$ cat config.mk
export PLATFORM = sky130hd
export DESIGN_NAME = sobel_window_gen
export DESIGN_NICKNAME = d
export VERILOG_FILES = /design/src/rtl/sobel_pkg.sv /design/src/rtl/sobel_line_buf.sv /design/src/rtl/sobel_window_gen.sv
export SDC_FILE = /design/constraint.sdc
export NUM_CORES = 1
export LEC_CHECK = 0
export BUFFER_PORTS_ARGS = -buffer_cell sky130_fd_sc_hd__buf_2
export CORE_ASPECT_RATIO = 1.4
export CORE_MARGIN = 5
export CORE_UTILIZATION = 50
export CTS_BUF_LIST = sky130_fd_sc_hd__clkbuf_4 sky130_fd_sc_hd__clkbuf_8 sky130_fd_sc_hd__clkbuf_16
export CTS_CLUSTER_SIZE = 12
export DETAILED_ROUTE_END_ITERATION = 10
export GPL_ROUTABILITY_DRIVEN = 0
export PLACE_DENSITY = 0.66
export SYNTH_ARGS = -nofsm -noshare
export SYNTH_HDL_FRONTEND = slang
export SYNTH_SLANG_ARGS = --single-unit
$ cat constraint.sdc
create_clock -name clk -period 9.53 [get_ports clk]
set_input_delay 1.4295 -clock clk [delete_from_list [all_inputs] [get_ports clk]]
set_output_delay 1.4295 -clock clk [all_outputs]
set_load 0.01 [all_outputs]
$ cat src/rtl/sobel_pkg.sv
// Shared types and helpers for the sobel edge datapath and its window front end.
package sobel_pkg;

    localparam int unsigned DEF_PIX_W = 8;

    typedef logic [DEF_PIX_W-1:0] pix_t;
    typedef logic [DEF_PIX_W:0]   pix9_t;

    function automatic pix9_t zext(input pix_t p);
        return {1'b0, p};
    endfunction

endpackage

$ cat src/rtl/sobel_line_buf.sv
// One image row of pixel storage: combinational read of the old word, write of the new word on the same edge.
module sobel_line_buf #(
    parameter int unsigned DEPTH = 64,
    parameter int unsigned WIDTH = 8
) (
    input  logic                     clk,
    input  logic                     en,
    input  logic [$clog2(DEPTH)-1:0] addr,
    input  logic [WIDTH-1:0]         wr_data,
    output logic [WIDTH-1:0]         rd_data
);

    logic [WIDTH-1:0] mem [DEPTH];

    // Read sees the value stored before this edge's write (read-before-write).
    assign rd_data = mem[addr];

    always_ff @(posedge clk) begin
        if (en) begin
            mem[addr] <= wr_data;
        end
    end

endmodule

$ cat src/rtl/sobel_window_gen.sv
// Raster-to-3x3-window front end: two line buffers, a column shift register and interior-window gating.
module sobel_window_gen
    import sobel_pkg::*;
#(
    parameter int unsigned IMG_W = 64,
    parameter int unsigned IMG_H = 64,
    parameter int unsigned PIX_W = DEF_PIX_W
) (
    input  logic             clk,
    input  logic             rst_n,
    input  logic             in_valid,
    input  logic             in_sof,
    input  logic [PIX_W-1:0] in_pix,
    output logic             win_valid,
    output logic [PIX_W:0]   p0,
    output logic [PIX_W:0]   p1,
    output logic [PIX_W:0]   p2,
    output logic [PIX_W:0]   p3,
    output logic [PIX_W:0]   p5,
    output logic [PIX_W:0]   p6,
    output logic [PIX_W:0]   p7,
    output logic [PIX_W:0]   p8,
    output logic             frame_done
);

    localparam int unsigned CW = $clog2(IMG_W);
    localparam int unsigned RW = $clog2(IMG_H);
    localparam logic [CW-1:0] COL_LAST = CW'(IMG_W - 1);
    localparam logic [RW-1:0] ROW_LAST = RW'(IMG_H - 1);

    logic [CW-1:0] col, cur_col, next_col;
    logic [RW-1:0] row, cur_row, next_row;
    logic          col_last, row_last, interior;

    logic [PIX_W-1:0] lb1_rd, lb2_rd;

    // Columns c-2 ([0]) and c-1 ([1]); column c is the live {lb2_rd, lb1_rd, in_pix}.
    logic [1:0][PIX_W-1:0] sr_top, sr_mid, sr_bot;

    sobel_line_buf #(.DEPTH(IMG_W), .WIDTH(PIX_W)) u_lb1 (
        .clk     (clk),
        .en      (in_valid),
        .addr    (cur_col),
        .wr_data (in_pix),
        .rd_data (lb1_rd)
    );

    sobel_line_buf #(.DEPTH(IMG_W), .WIDTH(PIX_W)) u_lb2 (
        .clk     (clk),
        .en      (in_valid),
        .addr    (cur_col),
        .wr_data (lb1_rd),
        .rd_data (lb2_rd)
    );

    always_comb begin
        cur_col  = in_sof ? '0 : col;
        cur_row  = in_sof ? '0 : row;
        col_last = (cur_col == COL_LAST);
        row_last = (cur_row == ROW_LAST);
        next_col = col_last ? '0 : cur_col + 1'b1;
        next_row = cur_row;
        if (col_last) begin
            next_row = row_last ? '0 : cur_row + 1'b1;
        end
        interior = (cur_row >= RW'(2)) && (cur_col >= CW'(2));
    end

    always_ff @(posedge clk or negedge rst_n) begin
        if (!rst_n) begin
            col        <= '0;
            row        <= '0;
            sr_top     <= '0;
            sr_mid     <= '0;
            sr_bot     <= '0;
            win_valid  <= 1'b0;
            frame_done <= 1'b0;
            p0 <= '0;
            p1 <= '0;
            p2 <= '0;
            p3 <= '0;
            p5 <= '0;
            p6 <= '0;
            p7 <= '0;
            p8 <= '0;
        end else begin
            win_valid  <= in_valid && interior;
            frame_done <= in_valid && row_last && col_last;
            if (in_valid) begin
                col    <= next_col;
                row    <= next_row;
                sr_top <= {lb2_rd, sr_top[1]};
                sr_mid <= {lb1_rd, sr_mid[1]};
                sr_bot <= {in_pix, sr_bot[1]};
                if (interior) begin
                    p0 <= {1'b0, sr_top[0]};
                    p1 <= {1'b0, sr_top[1]};
                    p2 <= {1'b0, lb2_rd};
                    p3 <= {1'b0, sr_mid[0]};
                    p5 <= {1'b0, lb1_rd};
                    p6 <= {1'b0, sr_bot[0]};
                    p7 <= {1'b0, sr_bot[1]};
                    p8 <= {1'b0, in_pix};
                end
            end
        end
    end

endmodule

==> results of run 1 <==
## synth_stat cells, types with 9 or more instances
cell type | number | area share, %
mux4_2 | 27 | 1.4
buf_2 | 64 | 0.71
nand2_1 | 217 | 1.8
o22ai_1 | 77 | 1.1
nor4_1 | 11 | 0.15
a22oi_1 | 32 | 0.53
nor2_1 | 123 | 1.0
inv_1 | 15 | 0.13
buf_4 | 23 | 0.38
nor2b_1 | 16 | 0.22
clkbuf_1 | 66 | 0.55
a2111oi_0 | 30 | 0.58
a211o_1 | 13 | 0.25
a211oi_1 | 17 | 0.28
and2_1 | 32 | 0.45
mux2_2 | 112 | 2.8
o21ai_0 | 75 | 0.84
o22a_1 | 15 | 0.29
a221o_1 | 10 | 0.22
buf_1 | 9 | 0.075
buf_6 | 12 | 0.30
a222oi_1 | 9 | 0.20
nand4_1 | 16 | 0.22
mux2i_1 | 236 | 5.3
nand3b_1 | 16 | 0.27
o211ai_1 | 15 | 0.25
a21oi_1 | 57 | 0.63
a2bb2oi_1 | 11 | 0.21
nand3_1 | 11 | 0.12
a31oi_1 | 15 | 0.21
o2bb2ai_1 | 14 | 0.27
edfxtp_1 | 1024 | 68
dfrtp_1 | 126 | 7.0
a221oi_1 | 19 | 0.37
## flip-flops by register name, summed over array words and instances (netlist names), 16 cells and up
| name | count |
|---|---|
| sr_bot | 16 |
| sr_mid | 16 |
| u_lb1.mem | 512 |
| u_lb2.mem | 512 |
| sr_top | 16 |
## critical path, cell delays in order, from the launching register on
cell       delay, ns
dfrtp_4         0.65
buf_4           0.71
buf_4           0.77
mux2i_1         0.28
o22ai_1         0.11
a2111o_1        0.37
a2111oi_0       1.23
nand4bb_4       0.45
buf_4           0.44
mux2_2          0.38
## power by group through the flow
| stage | Clock, µW | Combinational, µW | Sequential (µW) |
|---|---|---|---|
| after CTS | 4120 | 1420 | 5800 |
| final | 4070 | 1440 | 5810 |
| after global routing | 4330 | 1480 | 5810 |
| after detailed placement | 0 | 1410 | 5910 |
| after floorplan | 0 | 857 | 5870 |
| after global placement | 0 | 1390 | 5900 |
## final timing paths
check / slack (ns) / cells past startpoint / end
worst max-delay path: 3.75 / 9 / p5[1]
max in group asynchronous: 7.51 / 2 / p5[0]
worst max register to register: 3.75 / 9 / p5[1]
worst min-delay path: 0.47 / 2 / p3[2]
min in group asynchronous: 0.78 / 1 / p6[1]
worst min register to register: 0.47 / 2 / p3[2]
## per-stage QoR
step / cell area (µm²) / power (µW) / std cells / setup slack (ns)
after floorplan: 45000 / 6730 / 2703 / 4.69
after CTS: 50300 / 11300 / 4100 / 3.97
final: 50300 / 11300 / 4101 / 3.75
after global placement: 47000 / 7290 / 3922 / 3.67
after detailed placement: 47000 / 7320 / 3922 / 3.51
after global routing: 50300 / 11600 / 4100 / 3.72
## cell usage in the layout, fill, tap and decap left out, types with 19 or more instances in the layout
master     netlist  routed
mux4_2          27      27
o22ai_1         77      77
a22oi_1         32      32
mux2i_1        236     236
and2_1          32      32
dfrtp_1        126     123
clkbuf_16        0     111
edfxtp_1      1024    1024
a2111oi_0       30      27
nor2_1         123     122
a221oi_1        19      19
a21oi_1         57      57
clkbuf_4         0      53
o21ai_0         75      75
buf_4           23     128
buf_2           64      75
nand2_1        217     217
mux2_2         112     112
## final cells by class
type,instances,area [µm²]
Antenna cell,1,2.50
Clock buffer,171,3270
Clock inverter,7,32.5
Fill cell,6878,39100
Inverter,16,60.1
Multi-Input combinational cell,1363,10200
Sequential cell,1150,33900
Tap cell,1188,1490
Timing Repair Buffer,205,1370
## cell families (layout without fill, tap and decap cells)
kind of cell | Yosys count | count (layout) | share of synthesized area [%]
AOI/OAI and AO/OA | 468 | 468 | 7.45
adders and majority gates | 2 | 2 | 0.0557
buffers and inverters | 190 | 399 | 2.16
DFF | 1150 | 1150 | 75.4
muxes | 377 | 377 | 9.46
other | 1 | 9 | 0.00834
and+or+nand+nor | 508 | 508 | 5.44
## routing by layer
layer  global-route usage [%]  wire length, µm  part of all wire [%]  vias to the layer above
li1                         -                -                     -                    10900
met1                     33.1            45900                    35                    13500
met2                     45.2            64600                    49                     1751
met3                     4.84            12600                   9.4                      395
met4                     16.4             9830                   7.4                        0
met5                        0                0                     0                        -
==> metrics.csv, run 1 <==
stage,metric,value,unit
global_route,GRT Resource Usage Total,27.0,%
clock_tree,root buf cell,clkbuf_16,
die,# rows,130,
finish,area grow syn2layout,12.0,%
clock_tree,Post-CTS Setup Inserts,0,
hold_path,Min-Delay Path Class,flip-flop to flip-flop,
clock_tree,H-Tree Depth,3,
power,P per Cell Area,225,mW/mm²
critical_path,R2R Path Start,col[2],
clock_tree,CTS sink cnt,1150,
status,failing checks,capacitance limit,
die,DIE WIDTH,263,µm
clock_tree,# hold bufs at CTS,0,
route,via count,26500,
route,"wirelength, routed",133000,µm
yosys,Yosys warning count,0,
route,Wirelength per Cell,32.4,µm
yosys,#FFs+latches synth,1150,
timing,Tightest Pin Transition,1.44,ns
power,static leakage,0.0176,µW
clock_tree,total CTS buffers,108,
power,clock group share of total power,36.0,%
route,drt pass-1 iters,6,
power,Comb pwr share,12.7,%
clock_tree,Clock Latency Late Sink,0.68,ns
clock_tree,clock-pin slew on the worst setup and hold paths,0.07,ns
global_route,GR Overflow Total,0,
clock_tree,post-cts resize count,0,
route,via-per-instance ratio,6.46,
route,Final ANT Viol Nets,0,
clock_tree,Clock Tree Buf Depth,3,
yosys,sequential area share after synthesis,75.4,%
power,sw frac,25.0,%
power,Pint,8490,µW
global_route,antenna violations before repair,4,
timing,RSZ-0062 raised after global routing,false,
finish,final net count,2858,
die,Die H,365,µm
yosys,"Async S/R FF share, synth",11.0,%
yosys,Post-synth EDFFs,1024,
global_route,global-route wire length before repair,189000,µm
power,P_sw,2830,µW
status,status,"finished, violations left",
placement,HPWL Detailed,80900,µm
yosys,Syn Std Cell Area,0.0449,mm²
run,max-cap violations,1,
yosys,cells after synthesis,2696,
critical_path,Worst Path Required,10.08,ns
yosys,synth unique cells,79,
route,drt drc,0,
die,IO Pins,86,
timing,worst hold slack,0.466,ns
timing,setup TNS,0,ns
yosys,syn_area_per_cell,16.7,µm²
critical_path,CP Launch Point,col[2],
critical_path,capturing element type of the critical path,flip-flop,
finish,layout cell share with drive strength beyond 1,19.3,%
yosys,ys flop type,edfxtp_1,
power,largest vdd supply drop,0.144,mV
global_route,vias in the first global route,26200,
timing,final worst-path cycle share,60.7,%
power,Reg power frac,51.3,%
finish,Util after Layout,56.3,%
die,total die area,0.0961,mm²
timing,Rel. slew slack,1.29,%
timing,Period minus WS final,5.78,ns
timing,clk_skew,0.0267,ns
global_route,largest net degree at the start of global routing,101,
timing,final slew viol count,0,
critical_path,Worst EP arrival,6.34,ns
timing,Final Hold Viols,0,
hold_path,HP Start,sr_mid[2],
placement,# port buffers,77,
critical_path,critical path type,flip-flop to flip-flop,
die,Initial Utilization,50.2,%
critical_path,CP Max Fanout,50,
critical_path,type of origin of the critical path,flip-flop,
timing,fmax,0.173,GHz
timing,Final setup viols,0,
die,Core ar.,0.0895,mm²
clock_tree,CTS tree,done,
route,DR iter-0 viols,3911,
No activity file was read; power rests on OpenSTA's default activity.
==> run 2: changes to the inputs <==
- ABC_AREA: unset -> 1
- clock period: 9.53 -> 5.97 ns (I/O delays scaled with it)
==> metrics.csv, run 2 <==
stage,metric,value,unit,change
route,via count,32400,,+22%
power,P per Cell Area,332,mW/mm²,+48%
yosys,sequential area share after synthesis,71.0,%,-4.4 points
yosys,Synth top cells by count,"nand2_1 (1726), edfxtp_1 (1024), inv_1 (439), nand3_1 (421), nor2_1 (221)",,
die,DIE WIDTH,271,µm,+2.9%
clock_tree,total CTS buffers,109,,+0.93%
timing,Rel. slew slack,27.3,%,+26 points
power,largest vdd supply drop,0.231,mV,+61%
timing,worst hold slack,0.202,ns,-0.264 ns
yosys,Post-synth EDFFs,1024,,unchanged
route,drt pass-1 iters,6,,unchanged
clock_tree,Post-CTS Setup Inserts,0,,unchanged
critical_path,type of origin of the critical path,input port,,
route,DR iter-0 viols,3563,,-8.9%
timing,Tightest Pin Transition,1.09,ns,-0.354 ns
global_route,GRT met1 Usage,33.4,%,+0.35 points
clock_tree,Clock Latency Late Sink,0.71,ns,+0.03 ns
critical_path,Worst EP arrival,4.65,ns,-1.69 ns
placement,# port buffers,77,,unchanged
critical_path,CP Max Fanout,82,,+64%
finish,Top Registers,"u_lb1.mem x512, u_lb2.mem x512",,
yosys,main area contributors after synthesis,"edfxtp_1 (64%), nand2_1 (14%), dfrtp_1 (6.6%), nand3_1 (4.4%), inv_1 (3.5%)",,
clock_tree,clock-pin slew on the worst setup and hold paths,0.06,ns,about the same
finish,layout cell share with drive strength beyond 1,9.49,%,-9.8 points
finish,ANT cells,0,,-1
clock_tree,Clock Tree Buf Depth,3,,unchanged
die,Initial Utilization,50.2,%,about the same
critical_path,"reg-to-reg slack, setup",1.97,ns,-1.78 ns
finish,final net count,4590,,+61%
die,total die area,0.102,mm²,+6.0%
yosys,Syn Std Cell Area,0.0477,mm²,+6.2%
timing,Period minus WS final,4.24,ns,
yosys,cells after synthesis,4452,,+65%
power,static leakage,0.0218,µW,+24%
finish,"most common cell after layout, fill and taps aside",nand2_1,,
route,Final ANT Viol Nets,0,,unchanged
yosys,ys flop type,edfxtp_1,,
yosys,"Async S/R FF share, synth",11.0,%,unchanged
global_route,GRT busiest layer,met2,,
global_route,GR Overflow Total,0,,unchanged
timing,final slew viol count,0,,unchanged
global_route,GRT Resource Usage Total,26.5,%,-0.53 points
route,Wirelength per Cell,23.3,µm,-28%
global_route,global-route wire length before repair,202000,µm,+6.7%
timing,Final setup viols,0,,unchanged
die,Die H,376,µm,+3.0%
timing,setup TNS,0,ns,unchanged
hold_path,Min-Delay Path Class,input port to async pin,,
clock_tree,H-Tree Depth,3,,unchanged
yosys,post-synth top area share,64.4,%,-4.0 points
yosys,syn_area_per_cell,10.7,µm²,-36%
die,# rows,134,,+3.1%
yosys,Yosys warning count,0,,unchanged
global_route,vias in the first global route,31100,,+19%
critical_path,Worst Path Required,6.37,ns,-3.71 ns
run,max-cap violations,0,,-1
route,via-per-instance ratio,5.54,,-14%
yosys,synth unique cells,32,,-59%
clock_tree,# hold bufs at CTS,0,,unchanged
finish,"commonest non-fill, non-tap cells in the layout","nand2_1 (1717), edfxtp_1 (1024), inv_1 (438), nand3_1 (420), nor2_1 (218)",,
finish,area grow syn2layout,11.9,%,
global_route,met3 Resource Use GR,4.00,%,-0.84 points
clock_tree,CTS sink cnt,1150,,unchanged
placement,HPWL Detailed,81100,µm,+0.23%
critical_path,capturing element type of the critical path,flip-flop,,
critical_path,critical path type,input port to flip-flop,,
route,drt drc,0,,unchanged
global_route,largest net degree at the start of global routing,102,,+0.99%
timing,final worst-path cycle share,71.1,%,
die,IO Pins,86,,unchanged
clock_tree,root buf cell,clkbuf_16,,
die,Core ar.,0.0951,mm²,+6.3%
yosys,most common cell in the netlist,nand2_1,,
global_route,antenna violations before repair,1,,-3
timing,RSZ-0062 raised after global routing,false,,
clock_tree,CTS tree,done,,
timing,fmax,0.236,GHz,
power,total power,17700,µW,+57%
yosys,top cell type by total area after synthesis,edfxtp_1,,
timing,clk_skew,0.0253,ns,-0.00137 ns
yosys,#FFs+latches synth,1150,,unchanged
route,"wirelength, routed",137000,µm,+3.0%
global_route,met2 GRT Util,43.5,%,-1.7 points
status,status,"finished, final reports clean",,
clock_tree,post-cts resize count,0,,unchanged
timing,Final Hold Viols,0,,unchanged
-- run 2: cell count changes in the layout (fill, tap and decap cells not counted), sizes merged, moves of 75 or more --
| cell | delta |
|---|---|
| nand2 | +1511 |
| inv | +428 |
| nand3 | +410 |
| mux2i | -236 |
| mux2 | -114 |
| nor2 | +107 |
| o22ai | -75 |
-- run 2: path summary, 6_finish.rpt --
kind,from,to,cells after the start
min in group clk,p1[3],p1[3],2
max in group asynchronous,rst_n,sr_bot[2],2
setup reg to reg,col[0],u_lb2.mem[40][1],13
setup / recovery,in_sof,u_lb2.mem[40][1],14
hold reg to reg,p1[3],p1[3],2
hold / removal,rst_n,p1[3],1
-- run 2: logic make-up (layout without fill, tap and decap cells) --
| group | after synthesis | count (layout) | synth area share [%] |
|---|---|---|---|
| AOI/OAI and AO/OA | 194 | 194 | 2.41 |
| xor gates and xnor gates | 2 | 2 | 0.0367 |
| adders and majority gates | 2 | 2 | 0.0524 |
| buffers and inverters | 673 | 852 | 5.88 |
| DFF | 1150 | 1150 | 71.0 |
| other | 1 | 8 | 0.00786 |
| and+or+nand+nor | 2430 | 2430 | 20.6 |
-- run 2: stage by stage --
step / instances / cell area (µm²) / util, % / setup WS (ns)
2_1_floorplan: 4459 / 47800 / - / 2.50
3_3_place_gp: 5689 / 50100 / 52.7 / 1.11
3_5_place_dp: 5689 / 50100 / 52.7 / 1.12
4_1_cts: 5862 / 53400 / 56.2 / 1.88
5_1_grt: 5862 / 53400 / 56.2 / 1.67
6_report: 5862 / 53400 / 56.2 / 1.73
-- run 2: where the power goes --
part	leakage, µW	switching, µW	internal (µW)	total (µW)
Combinational	0.00928	1440	485	1920
Sequential	0.0108	96.2	9150	9250
Clock	0.00167	2830	3720	6550
-- run 2: critical path, stage by stage --
cell,delay (ns)
buf_2,0.19
inv_2,0.67
nand2_8,0.52
buf_12,0.37
buf_4,0.28
nand2_1,0.08
nand2_1,0.05
nand3_1,0.06
nand4_1,0.09
nand2_1,0.20
nand2_1,0.07
nor2_1,0.32
nand2_2,0.37
buf_12,0.34
-- run 2: cell type report --
| type | count | area [µm²] |
|---|---|---|
| fillers | 7868 | 41700 |
| repair buffers | 236 | 1850 |
| clock buffers | 168 | 3270 |
| flip-flops and latches | 1150 | 33900 |
| clock inverters | 5 | 27.5 |
| multi-input cells | 2636 | 11100 |
| well taps | 1224 | 1530 |
| inverters | 443 | 1670 |
-- run 2: layer usage --
metal / up-vias / wire length [µm]
met2: 1620 / 65200
met5: - / 0
li1: 14900 / -
met1: 15600 / 50500
met3: 352 / 11600
met4: 0 / 9520
